### src/rtl/multicycle_control_if.sv
// Control-unit bus: instruction fetch, data-memory handshake, ALU flag, syscall
// handshake and every datapath control the sequencer drives.
interface multicycle_control_if #(
    parameter int DATA_W = 8,
    parameter int CNT_W  = 16
);
    logic              imem_valid;
    logic [DATA_W-1:0] imem_data;
    logic              dmem_ready;
    logic              zero;
    logic              syscall_ack;

    logic              imem_req;
    logic              pc_write;
    logic [1:0]        pc_src;
    logic              reg_dst1;
    logic              reg_dst2;
    logic              acc_write;
    logic              mem_to_reg;
    logic              reg_write;
    logic              mem_read;
    logic              mem_write;
    logic              branch;
    logic              jal;
    logic              lwra;
    logic [1:0]        alu_src;
    logic [2:0]        alu_op;
    logic [4:0]        opcode;
    logic [DATA_W-1:0] imm;
    logic              syscall_req;
    logic [CNT_W-1:0]  instr_count;

    modport master (
        input  imem_valid, imem_data, dmem_ready, zero, syscall_ack,
        output imem_req, pc_write, pc_src, reg_dst1, reg_dst2, acc_write,
               mem_to_reg, reg_write, mem_read, mem_write, branch, jal, lwra,
               alu_src, alu_op, opcode, imm, syscall_req, instr_count
    );

    modport slave (
        output imem_valid, imem_data, dmem_ready, zero, syscall_ack,
        input  imem_req, pc_write, pc_src, reg_dst1, reg_dst2, acc_write,
               mem_to_reg, reg_write, mem_read, mem_write, branch, jal, lwra,
               alu_src, alu_op, opcode, imm, syscall_req, instr_count
    );
endinterface

### src/rtl/multicycle_control.sv
// Multicycle sequencer for a byte-coded ISA: fetches one or two instruction
// bytes, executes in one cycle, and stretches memory and syscall phases on handshakes.
module multicycle_control #(
    parameter int         DATA_W = 8,
    parameter int         CNT_W  = 16,
    parameter logic [2:0] RA_SEL = 3'b011
) (
    input logic               clk,
    input logic               rst_n,
    multicycle_control_if.master bus
);

    typedef enum logic [2:0] {
        S_FETCH1,
        S_FETCH2,
        S_EXEC,
        S_MEM,
        S_SYS
    } state_e;

    typedef struct packed {
        logic [2:0] alu_op;
        logic [1:0] alu_src;
        logic       reg_dst1;
        logic       reg_dst2;
        logic       acc_write;
    } alu_ctl_t;

    localparam logic [4:0] OP_ADD  = 5'b00000;
    localparam logic [4:0] OP_NAND = 5'b01000;
    localparam logic [4:0] OP_SLT  = 5'b10000;
    localparam logic [4:0] OP_MOVE = 5'b11000;
    localparam logic [4:0] OP_SRL  = 5'b11001;
    localparam logic [4:0] OP_JRRA = 5'b11010;
    localparam logic [4:0] OP_JAL  = 5'b11011;
    localparam logic [4:0] OP_SW   = 5'b11100;
    localparam logic [4:0] OP_ADDI = 5'b11101;
    localparam logic [4:0] OP_LW   = 5'b11110;
    localparam logic [4:0] OP_BEQ  = 5'b11111;

    localparam logic [1:0] PC_SEQ    = 2'b00;
    localparam logic [1:0] PC_BRANCH = 2'b01;
    localparam logic [1:0] PC_RA     = 2'b10;
    localparam logic [1:0] PC_JAL    = 2'b11;

    // Top two bits 11 mark a two-byte instruction with a full 5-bit opcode;
    // otherwise only those two bits select among the one-byte ALU ops.
    function automatic logic is_two_byte(input logic [DATA_W-1:0] b);
        return b[DATA_W-1:DATA_W-2] == 2'b11;
    endfunction

    function automatic logic [4:0] opcode_of(input logic [DATA_W-1:0] b);
        if (is_two_byte(b)) return b[DATA_W-1:DATA_W-5];
        else                return {b[DATA_W-1:DATA_W-2], 3'b000};
    endfunction

    state_e            state_q, state_d;
    logic [DATA_W-1:0] ir_q, ir_d;
    logic [DATA_W-1:0] imm_q, imm_d;
    logic [CNT_W-1:0]  cnt_q, cnt_d;

    logic [4:0] op;
    logic       ra_field;
    alu_ctl_t   alu_c;

    logic       fetch_req;
    logic       pc_write;
    logic [1:0] pc_src;
    logic       mem_to_reg;
    logic       reg_write;
    logic       mem_read;
    logic       mem_write;
    logic       branch;
    logic       jal;
    logic       lwra;
    logic       syscall_req;

    assign op       = opcode_of(ir_q);
    assign ra_field = (ir_q[2:0] == RA_SEL);

    // State register
    // NOTE: sequential state uses non-blocking assignments so every register
    // samples the pre-edge values of the others; combinational blocks use blocking.
    always_ff @(posedge clk or negedge rst_n) begin
        if (!rst_n) begin
            state_q <= S_FETCH1;
            ir_q    <= '0;
            imm_q   <= '0;
            cnt_q   <= '0;
        end else begin
            state_q <= state_d;
            ir_q    <= ir_d;
            imm_q   <= imm_d;
            cnt_q   <= cnt_d;
        end
    end

    // Next-state logic
    // NOTE: every variable gets a hold/default value up front so no path through
    // the case statements leaves one unassigned and infers a latch.
    always_comb begin
        state_d = state_q;
        ir_d    = ir_q;
        imm_d   = imm_q;
        cnt_d   = cnt_q + CNT_W'(pc_write);
        case (state_q)
            S_FETCH1: begin
                if (bus.imem_valid) begin
                    ir_d    = bus.imem_data;
                    imm_d   = '0;
                    state_d = is_two_byte(bus.imem_data) ? S_FETCH2 : S_EXEC;
                end
            end
            S_FETCH2: begin
                if (bus.imem_valid) begin
                    imm_d   = bus.imem_data;
                    state_d = S_EXEC;
                end
            end
            S_EXEC: begin
                if (op == OP_LW || op == OP_SW)     state_d = S_MEM;
                else if (op == OP_JRRA && !ra_field) state_d = S_SYS;
                else                                 state_d = S_FETCH1;
            end
            S_MEM:   if (bus.dmem_ready)  state_d = S_FETCH1;
            S_SYS:   if (bus.syscall_ack) state_d = S_FETCH1;
            default: state_d = S_FETCH1;
        endcase
    end

    // ALU/register-file steering for the latched opcode
    always_comb begin
        alu_c = '0;
        case (op)
            OP_ADD:  alu_c = '{3'b000, 2'b00, 1'b0, 1'b0, 1'b1};
            OP_NAND: alu_c = '{3'b010, 2'b00, 1'b0, 1'b0, 1'b1};
            OP_SLT:  alu_c = '{3'b011, 2'b00, 1'b0, 1'b0, 1'b1};
            OP_MOVE: alu_c = '{3'b101, 2'b00, 1'b0, 1'b0, 1'b0};
            OP_SRL:  alu_c = '{3'b100, 2'b01, 1'b0, 1'b0, 1'b1};
            OP_JRRA: alu_c = '{3'b101, 2'b00, 1'b1, 1'b0, 1'b0};
            OP_JAL:  alu_c = '{3'b101, 2'b00, 1'b0, 1'b0, 1'b0};
            OP_SW:   alu_c = '{3'b000, 2'b11, 1'b1, 1'b1, 1'b0};
            OP_ADDI: alu_c = '{3'b000, 2'b10, 1'b1, 1'b0, 1'b1};
            OP_LW:   alu_c = '{3'b000, 2'b11, 1'b0, 1'b1, 1'b0};
            OP_BEQ:  alu_c = '{3'b001, 2'b00, 1'b1, 1'b1, 1'b0};
            default: alu_c = '0;
        endcase
    end

    // Output logic
    always_comb begin
        fetch_req   = 1'b0;
        pc_write    = 1'b0;
        pc_src      = PC_SEQ;
        mem_to_reg  = 1'b0;
        reg_write   = 1'b0;
        mem_read    = 1'b0;
        mem_write   = 1'b0;
        branch      = 1'b0;
        jal         = 1'b0;
        lwra        = 1'b0;
        syscall_req = 1'b0;
        case (state_q)
            S_FETCH1, S_FETCH2: fetch_req = 1'b1;
            S_EXEC: begin
                case (op)
                    OP_LW, OP_SW: ;
                    OP_MOVE: begin
                        reg_write  = 1'b1;
                        mem_to_reg = 1'b1;
                        pc_write   = 1'b1;
                    end
                    OP_JRRA: begin
                        if (ra_field) begin
                            pc_src   = PC_RA;
                            pc_write = 1'b1;
                        end
                    end
                    OP_JAL: begin
                        pc_src    = PC_JAL;
                        jal       = 1'b1;
                        reg_write = 1'b1;
                        pc_write  = 1'b1;
                    end
                    OP_BEQ: begin
                        branch   = 1'b1;
                        pc_src   = bus.zero ? PC_BRANCH : PC_SEQ;
                        pc_write = 1'b1;
                    end
                    default: pc_write = 1'b1;
                endcase
            end
            S_MEM: begin
                if (op == OP_LW) begin
                    mem_read = 1'b1;
                    if (bus.dmem_ready) begin
                        reg_write = 1'b1;
                        lwra      = ra_field;
                        jal       = ra_field;
                    end
                end else begin
                    mem_write = 1'b1;
                end
                pc_write = bus.dmem_ready;
            end
            S_SYS: begin
                syscall_req = 1'b1;
                pc_write    = bus.syscall_ack;
            end
            default: ;
        endcase
    end

    // The fetch request is the only strobe active in the reset state, so gate it.
    assign bus.imem_req    = fetch_req & rst_n;
    assign bus.pc_write    = pc_write;
    assign bus.pc_src      = pc_src;
    assign bus.mem_to_reg  = mem_to_reg;
    assign bus.reg_write   = reg_write;
    assign bus.mem_read    = mem_read;
    assign bus.mem_write   = mem_write;
    assign bus.branch      = branch;
    assign bus.jal         = jal;
    assign bus.lwra        = lwra;
    assign bus.syscall_req = syscall_req;

    assign bus.alu_op    = (state_q == S_EXEC || state_q == S_MEM) ? alu_c.alu_op   : 3'b000;
    assign bus.alu_src   = (state_q == S_EXEC || state_q == S_MEM) ? alu_c.alu_src  : 2'b00;
    assign bus.reg_dst1  = (state_q == S_EXEC || state_q == S_MEM) & alu_c.reg_dst1;
    assign bus.reg_dst2  = (state_q == S_EXEC || state_q == S_MEM) & alu_c.reg_dst2;
    assign bus.acc_write = (state_q == S_EXEC) & alu_c.acc_write;

    assign bus.opcode      = op;
    assign bus.imm         = imm_q;
    assign bus.instr_count = cnt_q;

endmodule

### src/flat_wrapper.sv
// flat-port wrapper written by rule: the top's interface ports become plain ports
module multicycle_control_flat 
#(
    parameter int         DATA_W = 8,
    parameter int         CNT_W  = 16,
    parameter logic [2:0] RA_SEL = 3'b011
)
  (clk, rst_n, bus_imem_valid, bus_imem_data, bus_dmem_ready, bus_zero, bus_syscall_ack, bus_imem_req, bus_pc_write, bus_pc_src, bus_reg_dst1, bus_reg_dst2, bus_acc_write, bus_mem_to_reg, bus_reg_write, bus_mem_read, bus_mem_write, bus_branch, bus_jal, bus_lwra, bus_alu_src, bus_alu_op, bus_opcode, bus_imm, bus_syscall_req, bus_instr_count);
  multicycle_control_if #(.DATA_W(DATA_W), .CNT_W(CNT_W)) bus_i ();
  input logic clk;
  input logic rst_n;
  input wire logic [$bits(bus_i.imem_valid)-1:0] bus_imem_valid;
  input wire logic [$bits(bus_i.imem_data)-1:0] bus_imem_data;
  input wire logic [$bits(bus_i.dmem_ready)-1:0] bus_dmem_ready;
  input wire logic [$bits(bus_i.zero)-1:0] bus_zero;
  input wire logic [$bits(bus_i.syscall_ack)-1:0] bus_syscall_ack;
  output wire logic [$bits(bus_i.imem_req)-1:0] bus_imem_req;
  output wire logic [$bits(bus_i.pc_write)-1:0] bus_pc_write;
  output wire logic [$bits(bus_i.pc_src)-1:0] bus_pc_src;
  output wire logic [$bits(bus_i.reg_dst1)-1:0] bus_reg_dst1;
  output wire logic [$bits(bus_i.reg_dst2)-1:0] bus_reg_dst2;
  output wire logic [$bits(bus_i.acc_write)-1:0] bus_acc_write;
  output wire logic [$bits(bus_i.mem_to_reg)-1:0] bus_mem_to_reg;
  output wire logic [$bits(bus_i.reg_write)-1:0] bus_reg_write;
  output wire logic [$bits(bus_i.mem_read)-1:0] bus_mem_read;
  output wire logic [$bits(bus_i.mem_write)-1:0] bus_mem_write;
  output wire logic [$bits(bus_i.branch)-1:0] bus_branch;
  output wire logic [$bits(bus_i.jal)-1:0] bus_jal;
  output wire logic [$bits(bus_i.lwra)-1:0] bus_lwra;
  output wire logic [$bits(bus_i.alu_src)-1:0] bus_alu_src;
  output wire logic [$bits(bus_i.alu_op)-1:0] bus_alu_op;
  output wire logic [$bits(bus_i.opcode)-1:0] bus_opcode;
  output wire logic [$bits(bus_i.imm)-1:0] bus_imm;
  output wire logic [$bits(bus_i.syscall_req)-1:0] bus_syscall_req;
  output wire logic [$bits(bus_i.instr_count)-1:0] bus_instr_count;
  assign bus_i.imem_valid = bus_imem_valid;
  assign bus_i.imem_data = bus_imem_data;
  assign bus_i.dmem_ready = bus_dmem_ready;
  assign bus_i.zero = bus_zero;
  assign bus_i.syscall_ack = bus_syscall_ack;
  assign bus_imem_req = bus_i.imem_req;
  assign bus_pc_write = bus_i.pc_write;
  assign bus_pc_src = bus_i.pc_src;
  assign bus_reg_dst1 = bus_i.reg_dst1;
  assign bus_reg_dst2 = bus_i.reg_dst2;
  assign bus_acc_write = bus_i.acc_write;
  assign bus_mem_to_reg = bus_i.mem_to_reg;
  assign bus_reg_write = bus_i.reg_write;
  assign bus_mem_read = bus_i.mem_read;
  assign bus_mem_write = bus_i.mem_write;
  assign bus_branch = bus_i.branch;
  assign bus_jal = bus_i.jal;
  assign bus_lwra = bus_i.lwra;
  assign bus_alu_src = bus_i.alu_src;
  assign bus_alu_op = bus_i.alu_op;
  assign bus_opcode = bus_i.opcode;
  assign bus_imm = bus_i.imm;
  assign bus_syscall_req = bus_i.syscall_req;
  assign bus_instr_count = bus_i.instr_count;
  multicycle_control #(.DATA_W(DATA_W), .CNT_W(CNT_W), .RA_SEL(RA_SEL)) u_core (.clk(clk), .rst_n(rst_n), .bus(bus_i));
endmodule
### config.mk
export PLATFORM = sky130hd
export DESIGN_NAME = multicycle_control_flat
export DESIGN_NICKNAME = d
export VERILOG_FILES = /design/src/rtl/multicycle_control_if.sv /design/src/rtl/multicycle_control.sv /design/src/flat_wrapper.sv
export SDC_FILE = /design/constraint.sdc
export NUM_CORES = 1
export LEC_CHECK = 0
export CORE_MARGIN = 5
export CORE_UTILIZATION = 45
export DETAILED_ROUTE_END_ITERATION = 16
export GPL_TIMING_DRIVEN = 0
export PLACE_DENSITY = 0.9
export SYNTH_ARGS = -nofsm -noshare
export SYNTH_HDL_FRONTEND = slang
export SYNTH_SLANG_ARGS = --single-unit
### constraint.sdc
create_clock -name clk -period 2.75 [get_ports clk]
set_input_delay 0.55 -clock clk [delete_from_list [all_inputs] [get_ports clk]]
set_output_delay 0.55 -clock clk [all_outputs]
set_load 0.02 [all_outputs]
=== After elaboration in Yosys (flattened, before gate mapping) ===
Memories as Yosys holds them, arrays and structs flattened.
Index checks and enable logic that the tools add are counted.

* Flip-flop bits (word level): 35
* Memory bits (read-only): 256
* Bits of input ports: 14
* Output and inout port bits: 49
* Logic and storage cells: 79
* Memories kept: 1

* Add/sub/neg operators: 1
* Equal/unequal tests: 17
* Multiplexer cells: 40
* Bitwise gates (word level): 4
* Reduce and logical (&&, ||, !) cells: 12

{| class="wikitable"
|+ Memory list
! memory !! depth !! width !! rd ports !! clocked after memory_dff !! wr ports !! RTL line !! text
|-
| (no name shown) || 32 || 8 || 1 || 0 || 0 || multicycle_control.sv:134 || <nowiki>case (op)</nowiki>
|}

{| class="wikitable"
|+ Operators with widths
! cell !! count
|-
| 5-bit equality test (second input constant) || 6
|-
| 3-bit 2-to-1 mux || 8
|-
| 1-bit 2-to-1 mux || 19
|-
| 16-bit by 1-bit adder with 16-bit output || 1
|-
| 8-bit 2-to-1 mux || 2
|-
| 8-bit case mux with 2 select lines || 1
|-
| 3-bit case mux with 5 select lines || 1
|-
| 3-bit by 2-bit equality test with 1-bit output (second input constant) || 3
|-
| 2-bit 2-to-1 mux || 4
|-
| 2-bit != test (second input constant) || 4
|-
| 1-bit case mux with 2 select lines || 3
|-
| 2-bit case mux with 3 select lines || 1
|-
| 2-bit OR reduction || 3
|-
| 1-bit bitwise AND || 4
|-
| 2-bit equality test (second input constant) || 2
|-
| 4-bit AND reduction || 1
|-
| 3-bit by 1-bit equality test with 1-bit output (second input constant) || 1
|-
| 3-bit equality test (second input constant) || 1
|-
| 3-bit zero test || 1
|-
| 1-bit case mux with 3 select lines || 1
|-
| 3-bit AND reduction || 1
|-
| 1-bit logical OR || 2
|-
| 2-bit AND reduction || 1
|-
| 2-bit nonzero test || 1
|-
| 2 further kinds || 2
|}

=== Depth between registers and ports, before layout ===
* Depth after elaboration: 7
* Gate-level depth with buffers: 10
* Gate-level depth less buffers: 10

=== Least setup slack after synthesis ===
OpenSTA, ideal clock, no wires.

* Path type: register -> register
* Start point: register u_core.state_q[0]
* End point: register u_core.cnt_q[10] (netlist: u_core.bus.instr_count[10])
* Library setup time: 0.129 ns
* Arrival time: 2.542 ns
* Data required time: 2.621 ns
* Slack: 0.078 ns
* Stages on the path, launching flop included: 10
* Buffers on the path: 1
* Period minus slack after synthesis: 2.672 ns
* Cell sequence: dfrtp_1 > buf_4 > nor3b_1 > a221o_1 > ha_1 > ha_1 > and4_1 > nor2b_1 > nand2_1 > xnor2_1

* Longest elaborated chain between the ends: 3
* Elaborated cells on any way between the ends: 5
* Classes of those cells: add/sub: 1; eq/ne: 3; mux: 1

{| class="wikitable"
|+ RTL lines
! what !! RTL line !! text
|-
| from (decl) || multicycle_control.sv:57 || <nowiki>state_e state_q, state_d;</nowiki>
|-
| from (signal assigned) || multicycle_control.sv:91 || <nowiki>state_q <= state_d;</nowiki>
|-
| 3-bit equality test / 3-bit by 2-bit equality test with 1-bit output (equally long branches) || multicycle_control.sv:163 || <nowiki>case (state_q)</nowiki>
|-
| 1-bit case mux with 3 select lines (*) || multicycle_control.sv:163 ||
|-
| via bus_pc_write || flat_wrapper.sv:18 || <nowiki>output wire logic [$bits(bus_i.pc_write)-1:0] bus_pc_write;</nowiki>
|-
| 16-bit by 1-bit adder with 16-bit output (*) || multicycle_control.sv:105 || <nowiki>cnt_d = cnt_q + CNT_W'(pc_write);</nowiki>
|-
| via u_core.cnt_d[10] || multicycle_control.sv:60 || <nowiki>logic [CNT_W-1:0] cnt_q, cnt_d;</nowiki>
|-
| to (signal assigned) || multicycle_control.sv:94 || <nowiki>cnt_q <= cnt_d;</nowiki>
|-
| to (decl) || multicycle_control.sv:60 ||
|}

Mark *: on every way through the listed nets, which the timed path passes. The rest lies on a longest branch.
A chain may end at the register's enable or synchronous reset.

=== Worst setup path in the final report ===
* Start point: register u_core.state_q[2]
* End point: output bus_pc_src[0]

* Longest elaborated chain between the ends: 2

{| class="wikitable"
|+ RTL lines
! what !! RTL line !! text
|-
| 3-bit by 2-bit equality test with 1-bit output || multicycle_control.sv:163 ||
|-
| 2-bit 2-to-1 mux || multicycle_control.sv:163 ||
|-
| to (decl) || flat_wrapper.sv:19 || <nowiki>output wire logic [$bits(bus_i.pc_src)-1:0] bus_pc_src;</nowiki>
|}

Every way passes these cells.

==> flow_metrics.env <==
export IMPL_p_int_mw=1.47
export IMPL_finalHoldViolCount=0
export IMPL_hpwl_um=3570
export IMPL_rrSetupSlack_ps=160
export IMPL_first_iter_violations=135
export IMPL_clock_sinks=35
export IMPL_fillCellCount=326
export IMPL_setup_ws_ps=96.8
export IMPL_synthToLayoutAreaGrowth_pct=41.7
export IMPL_antenna_found_initial=0
export IMPL_netlist_top_cells_count="dfrtp_1, nand2_1, xnor2_1"
export IMPL_p_leak_nw=1.13
export IMPL_crit_fanout=7
export IMPL_clk_latency_ps=290
export IMPL_dp_slack_ps=-39.2
export IMPL_synth_edf_count=0
export IMPL_netlist_instances=187
export IMPL_cts_clk_slew_worst_paths_ps=70
export IMPL_cp_top_family="simple AND/OR/NAND/NOR gates"
export IMPL_multi_input_area_um2=873
export IMPL_p_clk_share_pct=14.8
export IMPL_drc=0
export IMPL_arrival_ps=2100
export IMPL_seq_power_share_pct=33.3
export IMPL_track_usage_pct=18.6
export IMPL_path_buf_inv=1
export IMPL_fin_cells=305
export IMPL_syn_area_um2=1820
export IMPL_overflow=0
export IMPL_critPathLaunchType="register"
export IMPL_synth_top_area_share_pct=48.2
export IMPL_synth_distinct_cells=40
export IMPL_grt_first_pass_wirelength_um=7720
export IMPL_clockBufferDepth=2
export IMPL_p_per_area_nw_per_um2=972
export IMPL_die_height_um=73.5
export IMPL_combPwrFrac_pct=51.9
export IMPL_drv_slew=0
export IMPL_synthesis_nets=203
export IMPL_rsz0062_at_grt="false"
export IMPL_min_period_ps=2650
export IMPL_synth_main_ff_cell="dfrtp_1"
export IMPL_slowest_stage="clkdlybuf4s50_1"
export IMPL_htreeDepth=2
export IMPL_synthMostInstantiatedCell="dfrtp_1"
export IMPL_ant_nets=0
export IMPL_vias_per_cell=5.34
export IMPL_setup_viol=0
export IMPL_seq_area_frac_synth_pct=48.2
export IMPL_globalplace_congestion=0.847
export IMPL_cts_tree="done"
export IMPL_die_area_um2=5400
export IMPL_ys_ff_latch=35
export IMPL_fin_tns_setup_ps=0
export IMPL_dr_pass1_iters=4
export IMPL_routedWlPerCell_um=15.5
export IMPL_fp_dieW_um=73.5
export IMPL_hold_path_class="in -> async"
export IMPL_maxCapViolCount=0
export IMPL_switchingPower_mw=1.03
export IMPL_ioPinCount=63
export IMPL_dp_cells=299
export IMPL_core_area_um2=3940
export IMPL_fin_crit_sh_pct=96.5
export IMPL_switching_share_pct=41.0
export IMPL_drive_gt1_share_pct=13.3
export IMPL_synthArstFlopShare_pct=100
export IMPL_antenna_cells=0
export IMPL_required_ps=2200
export IMPL_ys_warn_count=0
export IMPL_irDropWorstVdd_mv=0.486
export IMPL_end_kind="output port"
export IMPL_yosysTopAreaCell="dfrtp_1"
export IMPL_finClkSkew_ps=9.17
export IMPL_status="finished clean"
export IMPL_num_rows=23
export IMPL_register_area_um2=876
export IMPL_path_class="reg -> out"
export IMPL_slowest_delay_ps=640
export IMPL_cts_root_buf="clkbuf_8"
export IMPL_cp_cell_sequence="and2b_2 -> nand4b_1 -> nor3_1 -> clkdlybuf4s50_1"
export IMPL_fmax_ghz=0.377
export IMPL_ys_top_cells_by_area="dfrtp_1, xnor2_1, nand2_1"
export IMPL_relSlewSlack_pct=50.1
export IMPL_port_buffers=62
export IMPL_grt_pass1_vias=1619
export IMPL_grt_max_degree=37
export IMPL_nNetsFinal=271
export IMPL_wl_um=4740
export IMPL_syn_area_per_cell_um2=9.71
export IMPL_start_util_pct=46.0
export IMPL_worst_pin_slew_ps=749
export IMPL_cts_made_buffers=5
export IMPL_via_count=1630
-- worst reg2reg max path, cell delays in order (launching register included) --
cell and delay [ps]:
dfrtp_1 360, buf_4 160, or3b_4 400, a31oi_1 180, a221o_1 250, ha_1 240
ha_1 230, and4_1 320, nor2b_1 150, nand2_1 70, xnor2_1 130
-- state kept, by name, summed over array words and instances, names as in the netlist --
register,cells
u_core.bus.instr_count,16
u_core.bus.imm,8
u_core.ir_q,8
u_core.state_q,3
-- cells in the final DEF (no fill, tap or decap), types with 3 or more instances in the layout --
cell	netlist	final
buf_2	2	3
dfrtp_1	35	35
nor3_1	6	6
nand4_1	4	4
xnor2_1	13	13
nand2_1	30	30
o21ai_0	9	9
xor2_1	3	3
clkdlybuf4s50_1	0	55
dlygate4sd2_1	0	4
buf_4	3	3
nand3_1	8	8
clkbuf_2	0	3
a31oi_1	3	3
nor2_1	12	12
mux2_2	8	8
nor2b_1	4	4
a21oi_1	3	3
clkbuf_8	0	6
and2b_2	3	3
and3_1	9	9
-- power groups by stage --
stage,sequential [mW],clock (mW),combinational [mW]
after global routing,0.865,0.401,1.40
final,0.831,0.371,1.30
after global placement,0.812,0,1.30
after detailed placement,0.820,0,1.33
after CTS,0.812,0.378,1.32
after floorplan,0.886,0,0.708
-- timing repair --
item,CTS,global route
setup endpoints to repair,5,8
gates resized for setup,5,8
setup buffers,0,0
hold buffers,0,0
pin swaps,0,0
cloned,0,0
-- cell families (layout without fill, tap and decap cells) --
| group | Yosys count | count (layout) | synth area share [%] |
|---|---|---|---|
| AND/OR/NAND/NOR | 93 | 93 | 27.0 |
| XOR/XNOR | 16 | 16 | 7.72 |
| flip-flops | 35 | 35 | 48.2 |
| buffers and inverters | 12 | 80 | 3.65 |
| adder cells (fa/ha/maj) | 2 | 2 | 1.38 |
| AO/OA/AOI/OAI | 21 | 21 | 7.03 |
| multiplexers | 8 | 8 | 4.96 |
-- worst paths after layout --
| kind | start | endpoint | cells after the start |
|---|---|---|---|
| max | u_core.state_q[2] | bus_pc_src[0] | 4 |
| min | rst_n | u_core.bus.imm[2] | 1 |
| max reg2reg | u_core.state_q[0] | u_core.bus.instr_count[10] | 10 |
| min reg2reg | u_core.bus.instr_count[15] | u_core.bus.instr_count[15] | 1 |
| max in group asynchronous | rst_n | u_core.ir_q[7] | 1 |
| min in group clk | u_core.bus.instr_count[15] | u_core.bus.instr_count[15] | 1 |
-- cell type report --
| class | count | area share, % |
|---|---|---|
| flip-flops and latches | 35 | 34.0 |
| multi-input cells | 140 | 33.9 |
| repair buffers | 62 | 23.6 |
| clock buffers | 6 | 3.21 |
| well taps | 50 | 2.43 |
| plain buffers | 9 | 2.24 |
| inverters | 2 | 0.292 |
| clock inverters | 1 | 0.195 |
-- metrics by stage --
stage	hold slack [ps]	utilization (%)	instance area [µm²]	power, mW
global placement	462	63.4	2500	2.11
finish	328	65.2	2570	2.50
CTS	347	65.3	2570	2.51
global route	390	65.2	2570	2.67
floorplan	254	-	1820	1.59
detailed placement	472	63.2	2490	2.15
-- per-layer routing --
| layer | GRT usage, % | routed length, µm | part of all wire (%) |
|---|---|---|---|
| met1 | 24.6 | 1990 | 42 |
| met3 | 3.69 | 255 | 5.4 |
| met2 | 28.8 | 2360 | 50 |
| met4 | 9.26 | 133 | 2.8 |
| met5 | 0 | 0 | 0 |
Power figures use the tool's default switching activity.
